[src/rtl/piso_serializer.sv]
// piso_serializer: parallel-in/serial-out serializer with a one-word holding
// buffer, MSB-first serial output, bit-valid and start-of-frame strobes.
// Ports: clk, clr (async active-high reset), pi/load in, rdy out (handshake),
//        so/so_vld/sof serial stream out, busy status out.
// Build option: define PISO_PARITY_EN to append an even-parity bit per frame.
module piso_serializer #(
    parameter int WIDTH = 4
) (
    input  logic             clk,
    input  logic             clr,
    input  logic [WIDTH-1:0] pi,
    input  logic             load,
    output logic             rdy,
    output logic             so,
    output logic             so_vld,
    output logic             sof,
    output logic             busy
);
    localparam int CW = $clog2(WIDTH + 1);
    localparam logic [CW-1:0] LAST = CW'(WIDTH - 1);

    localparam logic [1:0] IDLE  = 2'd0;
    localparam logic [1:0] SHIFT = 2'd1;
`ifdef PISO_PARITY_EN
    localparam logic [1:0] PAR   = 2'd2;
    logic r_par;
`endif

    logic [1:0]       r_state;
    logic [WIDTH-1:0] r_hold;
    logic             r_hold_full;
    logic [WIDTH-1:0] r_shift;
    logic [CW-1:0]    r_cnt;
    logic             r_so;
    logic             r_so_vld;
    logic             r_sof;
    logic             r_busy;

    logic             w_accept;
    logic             w_data_end;
    logic             w_last;
    logic             w_start;
    logic [WIDTH-1:0] w_word;
    logic             w_hold_wr;
    logic             w_hold_full_nxt;
    logic [1:0]       w_state_nxt;

    assign rdy    = ~r_hold_full & ~clr;
    assign so     = r_so;
    assign so_vld = r_so_vld;
    assign sof    = r_sof;
    assign busy   = r_busy;

    always_comb begin
        w_accept   = load & ~r_hold_full;
        // r_cnt is the index of the bit currently on so
        w_data_end = (r_state == SHIFT) && (r_cnt == LAST);
`ifdef PISO_PARITY_EN
        w_last     = (r_state == PAR);
`else
        w_last     = w_data_end;
`endif
        // a new frame starts when the line is free at the next edge
        w_start    = ((r_state == IDLE) | w_last) & (r_hold_full | w_accept);
        w_word     = r_hold_full ? r_hold : pi;
        // bypassed words never touch the holding register
        w_hold_wr  = w_accept & ~w_start;

        w_hold_full_nxt = r_hold_full;
        if (w_start && r_hold_full)
            w_hold_full_nxt = 1'b0;
        else if (w_hold_wr)
            w_hold_full_nxt = 1'b1;

        w_state_nxt = r_state;
        if (w_start)
            w_state_nxt = SHIFT;
        else if (w_last)
            w_state_nxt = IDLE;
`ifdef PISO_PARITY_EN
        else if (w_data_end)
            w_state_nxt = PAR;
`endif
    end

    always_ff @(posedge clk or posedge clr) begin
        if (clr) begin
            r_state     <= IDLE;
            r_hold      <= '0;
            r_hold_full <= 1'b0;
            r_shift     <= '0;
            r_cnt       <= '0;
            r_so        <= 1'b0;
            r_so_vld    <= 1'b0;
            r_sof       <= 1'b0;
            r_busy      <= 1'b0;
`ifdef PISO_PARITY_EN
            r_par       <= 1'b0;
`endif
        end else begin
            r_state     <= w_state_nxt;
            r_hold_full <= w_hold_full_nxt;
            r_busy      <= (w_state_nxt != IDLE) | w_hold_full_nxt;
            if (w_hold_wr)
                r_hold <= pi;

            if (w_start) begin
                // MSB goes straight to the output register; the rest queues
                r_so     <= w_word[WIDTH-1];
                r_shift  <= {w_word[WIDTH-2:0], 1'b0};
                r_cnt    <= '0;
                r_sof    <= 1'b1;
                r_so_vld <= 1'b1;
`ifdef PISO_PARITY_EN
                r_par    <= ^w_word;
`endif
            end else if ((r_state == SHIFT) && !w_data_end) begin
                r_so     <= r_shift[WIDTH-1];
                r_shift  <= {r_shift[WIDTH-2:0], 1'b0};
                r_cnt    <= r_cnt + CW'(1);
                r_sof    <= 1'b0;
                r_so_vld <= 1'b1;
`ifdef PISO_PARITY_EN
            end else if (w_data_end) begin
                r_so     <= r_par;
                r_cnt    <= '0;
                r_sof    <= 1'b0;
                r_so_vld <= 1'b1;
`endif
            end else begin
                r_so     <= 1'b0;
                r_cnt    <= '0;
                r_sof    <= 1'b0;
                r_so_vld <= 1'b0;
            end
        end
    end
endmodule

[config.mk]
export PLATFORM = sky130hd
export DESIGN_NAME = piso_serializer
export DESIGN_NICKNAME = d
export VERILOG_FILES = /design/src/rtl/piso_serializer.sv
export SDC_FILE = /design/constraint.sdc
export NUM_CORES = 1
export LEC_CHECK = 0
export ABC_AREA = 1
export BUFFER_PORTS_ARGS = -buffer_cell sky130_fd_sc_hd__buf_2
export CAP_MARGIN = 15
export CORE_UTILIZATION = 56
export DETAILED_ROUTE_END_ITERATION = 7
export GPL_TIMING_DRIVEN = 0
export PLACE_DENSITY = 0.76
export SLEW_MARGIN = 20
export SYNTH_ARGS = -nofsm -noshare
export SYNTH_HDL_FRONTEND = slang
export SYNTH_SLANG_ARGS = --single-unit
[constraint.sdc]
create_clock -name clk -period 2.1 [get_ports clk]
set_clock_uncertainty 0.1 [all_clocks]
set_input_delay 0.42 -clock clk [delete_from_list [all_inputs] [get_ports clk]]
set_output_delay 0.42 -clock clk [all_outputs]
set_load 0.01 [all_outputs]
Word-level counts from Yosys, hierarchy flattened
Index checks and enable logic that the tools add are counted.
W data, S select, Z words.

cells by class
  reduce and logical (&&, ||, !) cells = 7
  muxes and demuxes = 14
  add/subtract/negate cells = 1
  bitwise logic cells = 10
  equality and inequality tests = 2

operator list
  cell                   count
  $mux W4                3
  $mux W1                7
  $mux W3                2
  $and A1 B1 Y1          4
  $mux W2                2
  $reduce_bool A2 Y1     2
  $add A3 B1 Y3 const B  1
  $eq A3 B2 Y1 const B   1
  $logic_and A1 B1 Y1    3
  $not A1 Y1             3
  $or A1 B1 Y1           3
  $eq A2 B1 Y1 const B   1
  $logic_not A2 Y1       1
  $logic_not A1 Y1       1

storage, ports and cells
  register bits after elaboration = 18
  output and inout port bits = 5
  word-level logic and storage cells = 43
  bits of input ports = 7

Depth between registers and ports, before layout
  word-level depth = 9
  mapped depth = 8
  mapped depth without buffers = 8

Worst setup path after synthesis
No wires, ideal clock.

  kind = flip-flop to flip-flop
  from = register r_cnt[0]
  to = register r_hold[0]
  required time = 1.883 ns
  path buffers = 0
  stages on the path, launching flop included = 9
  clock period less this slack = 1.407 ns
  setup time = 0.117 ns
  slack = 0.693 ns
  data arrival time = 1.190 ns
  cell sequence = dfrtp_1 > ha_1 > ha_1 > inv_2 > nand2_1 > nand2_4 > nand2_1 > nand2_1 > nand2_1

between the ends
  word-level cells in the longest chain between the ends = 6

ends and longest elaborated chain
  what                    RTL line  RTL
  start, declared         33        logic [CW-1:0] r_cnt;
  start signal, assigned  120       r_cnt <= r_cnt + CW'(1);
  $eq A3 B2 Y1            57        w_data_end = (r_state == SHIFT) && (r_cnt == LAST);
  $logic_and A1 B1 Y1     57
  $or A1 B1 Y1            64        w_start = ((r_state == IDLE) | w_last) & (r_hold_full | w_accept);
  $and A1 B1 Y1           64
  $not A1 Y1              67        w_hold_wr = w_accept & ~w_start;
  $and A1 B1 Y1           67
  end signal, assigned    105       r_hold <= pi;
  end, declared           30        logic [WIDTH-1:0] r_hold;

Every way passes these cells.
A chain may end at the register's enable or synchronous reset.

Final worst setup path
  from = register r_cnt[0]
  to = register r_hold[3]

Same word-level chain as after synthesis.

==> impl_metrics.env <==
export IMPL_outcome="finished, final reports clean"
export IMPL_grt_overflow_total=0
export IMPL_port_buffers=11
export IMPL_path_class="reg2reg"
export IMPL_grt_util_all_layers=0.224
export IMPL_drc=0
export IMPL_die_area_sq_um=1480
export IMPL_ys_warn_count=0
export IMPL_finalNonFillerCells=114
export IMPL_maxCapViolCount=0
export IMPL_syn_inst=85
export IMPL_cp_arrival_ns=1.65
export IMPL_syn_area_sq_um=744
export IMPL_cts_buffer_depth=2
export IMPL_syn_nets=94
export IMPL_cp_max_fo=7
export IMPL_wl_per_cell_microns=11.2
export IMPL_rsz0062_at_grt="no"
export IMPL_finalHoldViolations=0
export IMPL_finalWorstSetupSlack_ns=0.535
export IMPL_vias_per_cell=5.17
export IMPL_ios=12
export IMPL_cts_buffers=3
export IMPL_p_leak_nw=0.478
export IMPL_grtUsageMet2=0.309
export IMPL_place_ws_ns=0.556
export IMPL_rows=12
export IMPL_root_buffer="clkbuf_4"
export IMPL_fin_tns_setup_ns=0
export IMPL_r2r_setup_slack_ns=0.54
export IMPL_antenna_cells=0
export IMPL_synth_distinct_cells=13
export IMPL_cts_setup_buffers=0
export IMPL_finalMaxSlewViolations=0
export IMPL_ys_seq_area_frac=0.571
export IMPL_worst_endpoint_required_ns=2.19
export IMPL_period_minus_slack_ns=1.56
export IMPL_fin_nets=110
export IMPL_drtIter0Drc=18
export IMPL_grt_pass1_wl_microns=2190
export IMPL_ant_nets=0
export IMPL_postLayoutCoreUtil=0.720
export IMPL_die_x_microns=38.5
export IMPL_power_total_mw=1.20
export IMPL_clkSinkCount=17
export IMPL_met3_usage=0.0523
export IMPL_htree_num_levels=1
export IMPL_insertion_delay_ns=0.29
export IMPL_clk_pin_slew_worst_paths_ns=0.10
export IMPL_finalWirelength_microns=1280
export IMPL_first_global_vias=539
export IMPL_setup_viol=0
export IMPL_grt_busiest_layer="met1"
export IMPL_area_growth_syn_to_layout_pct=13.3
export IMPL_start_util=0.636
export IMPL_cpPeakStageDelay_ns=0.39
export IMPL_post_dp_hpwl_microns=908
export IMPL_grt_max_degree=18
export IMPL_cpMostUsedCell="nand2_1"
export IMPL_start_kind="register"
export IMPL_crit_path_cell_trace="ha_1 > ha_1 > inv_2 > nand2_1 > nand2_4 > nand2_1 > nand2_1 > nand2_1"
export IMPL_p_per_area_nw_per_um2=1420
export IMPL_cp_slowest_cell="dfrtp_1"
export IMPL_peakVddDrop_uv=788
export IMPL_vias=589
export IMPL_relSlewSlack=0.584
export IMPL_use_met1=0.314
export IMPL_end_kind="register"
export IMPL_drtPass1Iterations=4
export IMPL_hp_class="in2async"
export IMPL_ys_ff_latch=17
export IMPL_nFillCells=85
export IMPL_postCtsResizedCells=0
export IMPL_cts_tree="built"
export IMPL_post_place_cells=110
export IMPL_min_period_over_period=0.745
export IMPL_worstMarginPinSlew_ns=0.623
export IMPL_gp_congestion=0.746
export IMPL_fmax_mhz=639
export IMPL_core_area_sq_um=1170
export IMPL_final_cell_mix="nand2_1 (34), dfrtp_1 (17), buf_2 (11)"
export IMPL_mostFrequentLayoutCell="nand2_1"
export IMPL_drive_above_1_share=0.210
export IMPL_ctsHoldBuffers=0
export IMPL_avgSynthCellArea_sq_um=8.76
export IMPL_die_y_microns=38.5
export IMPL_antenna_found_initial=0
## routing by layer
metal | vias up | wire [microns]
li1 | 294 | -
met1 | 273 | 611
met2 | 17 | 579
met3 | 5 | 57
met4 | 0 | 29
met5 | - | 0
## cells by family after synthesis
group | share of synthesized area
flops | 0.571
simple gates | 0.333
buf+inv | 0.0555
fa+ha+maj | 0.0336
compound gates | 0.00672
## area by class of cell
type | instances | area, sq um | share of cell area
tap | 14 | 17.5 | 0.0208
timing repair buffer | 11 | 55.1 | 0.0653
sequential | 17 | 425 | 0.504
clock buffer | 4 | 26.3 | 0.0312
inverter | 10 | 37.5 | 0.0445
multi-input combinational | 57 | 278 | 0.329
buffer | 1 | 3.75 | 0.00445
## cell usage after synthesis, drive strengths merged
cell type	n	area (sq um)
ha	2	25.0
nand3	11	60.1
inv	10	37.5
nand2	36	145
o21ai	1	5.00
dfrtp	17	425
nor2	7	42.5
clkbuf	1	3.75
## path summary, 6_finish.rpt
check | startpoint | to | cells past startpoint
min in group clk | pi[2] | r_hold[2]$_DFFE_PP0P_ | 3
min | clr | r_hold[3]$_DFFE_PP0P_ | 2
max reg2reg | r_cnt[0]$_DFF_PP0_ | r_hold[3]$_DFFE_PP0P_ | 8
max | r_cnt[0]$_DFF_PP0_ | r_hold[3]$_DFFE_PP0P_ | 8
min reg2reg | r_cnt[0]$_DFF_PP0_ | r_cnt[0]$_DFF_PP0_ | 1
max in group asynchronous | clr | r_cnt[0]$_DFF_PP0_ | 2
## worst max-delay path, delay by kind of cell (launching register included)
family | cells | cell delay [ns]
adder cells (fa/ha/maj) | 2 | 0.38
AND/OR/NAND/NOR | 5 | 0.52
buffers and inverters | 1 | 0.07
flip-flops | 1 | 0.39
## report_power, final
part           switching, mW  internal [mW]  leakage [nW]  total [mW]
Sequential            0.0718          0.460         0.208       0.532
Clock                  0.102         0.0739        0.0150       0.175
Combinational          0.318          0.172         0.255       0.490
Total                  0.492          0.706         0.478        1.20
## flip-flops by register name (all words and copies together) (netlist names)
register / count
busy: 1
r_cnt: 3
r_hold: 4
r_hold_full: 1
r_shift: 3
r_state: 2
so: 1
so_vld: 1
sof: 1
## through the flow
step | cell area (sq um) | hold WS (ns)
2_1_floorplan | 744 | 0.246
3_3_place_gp | 817 | 0.323
3_5_place_dp | 817 | 0.330
4_1_cts | 843 | 0.125
5_1_grt | 843 | 0.167
6_report | 843 | 0.101
Note: power is estimated with default switching activity, not from simulation.
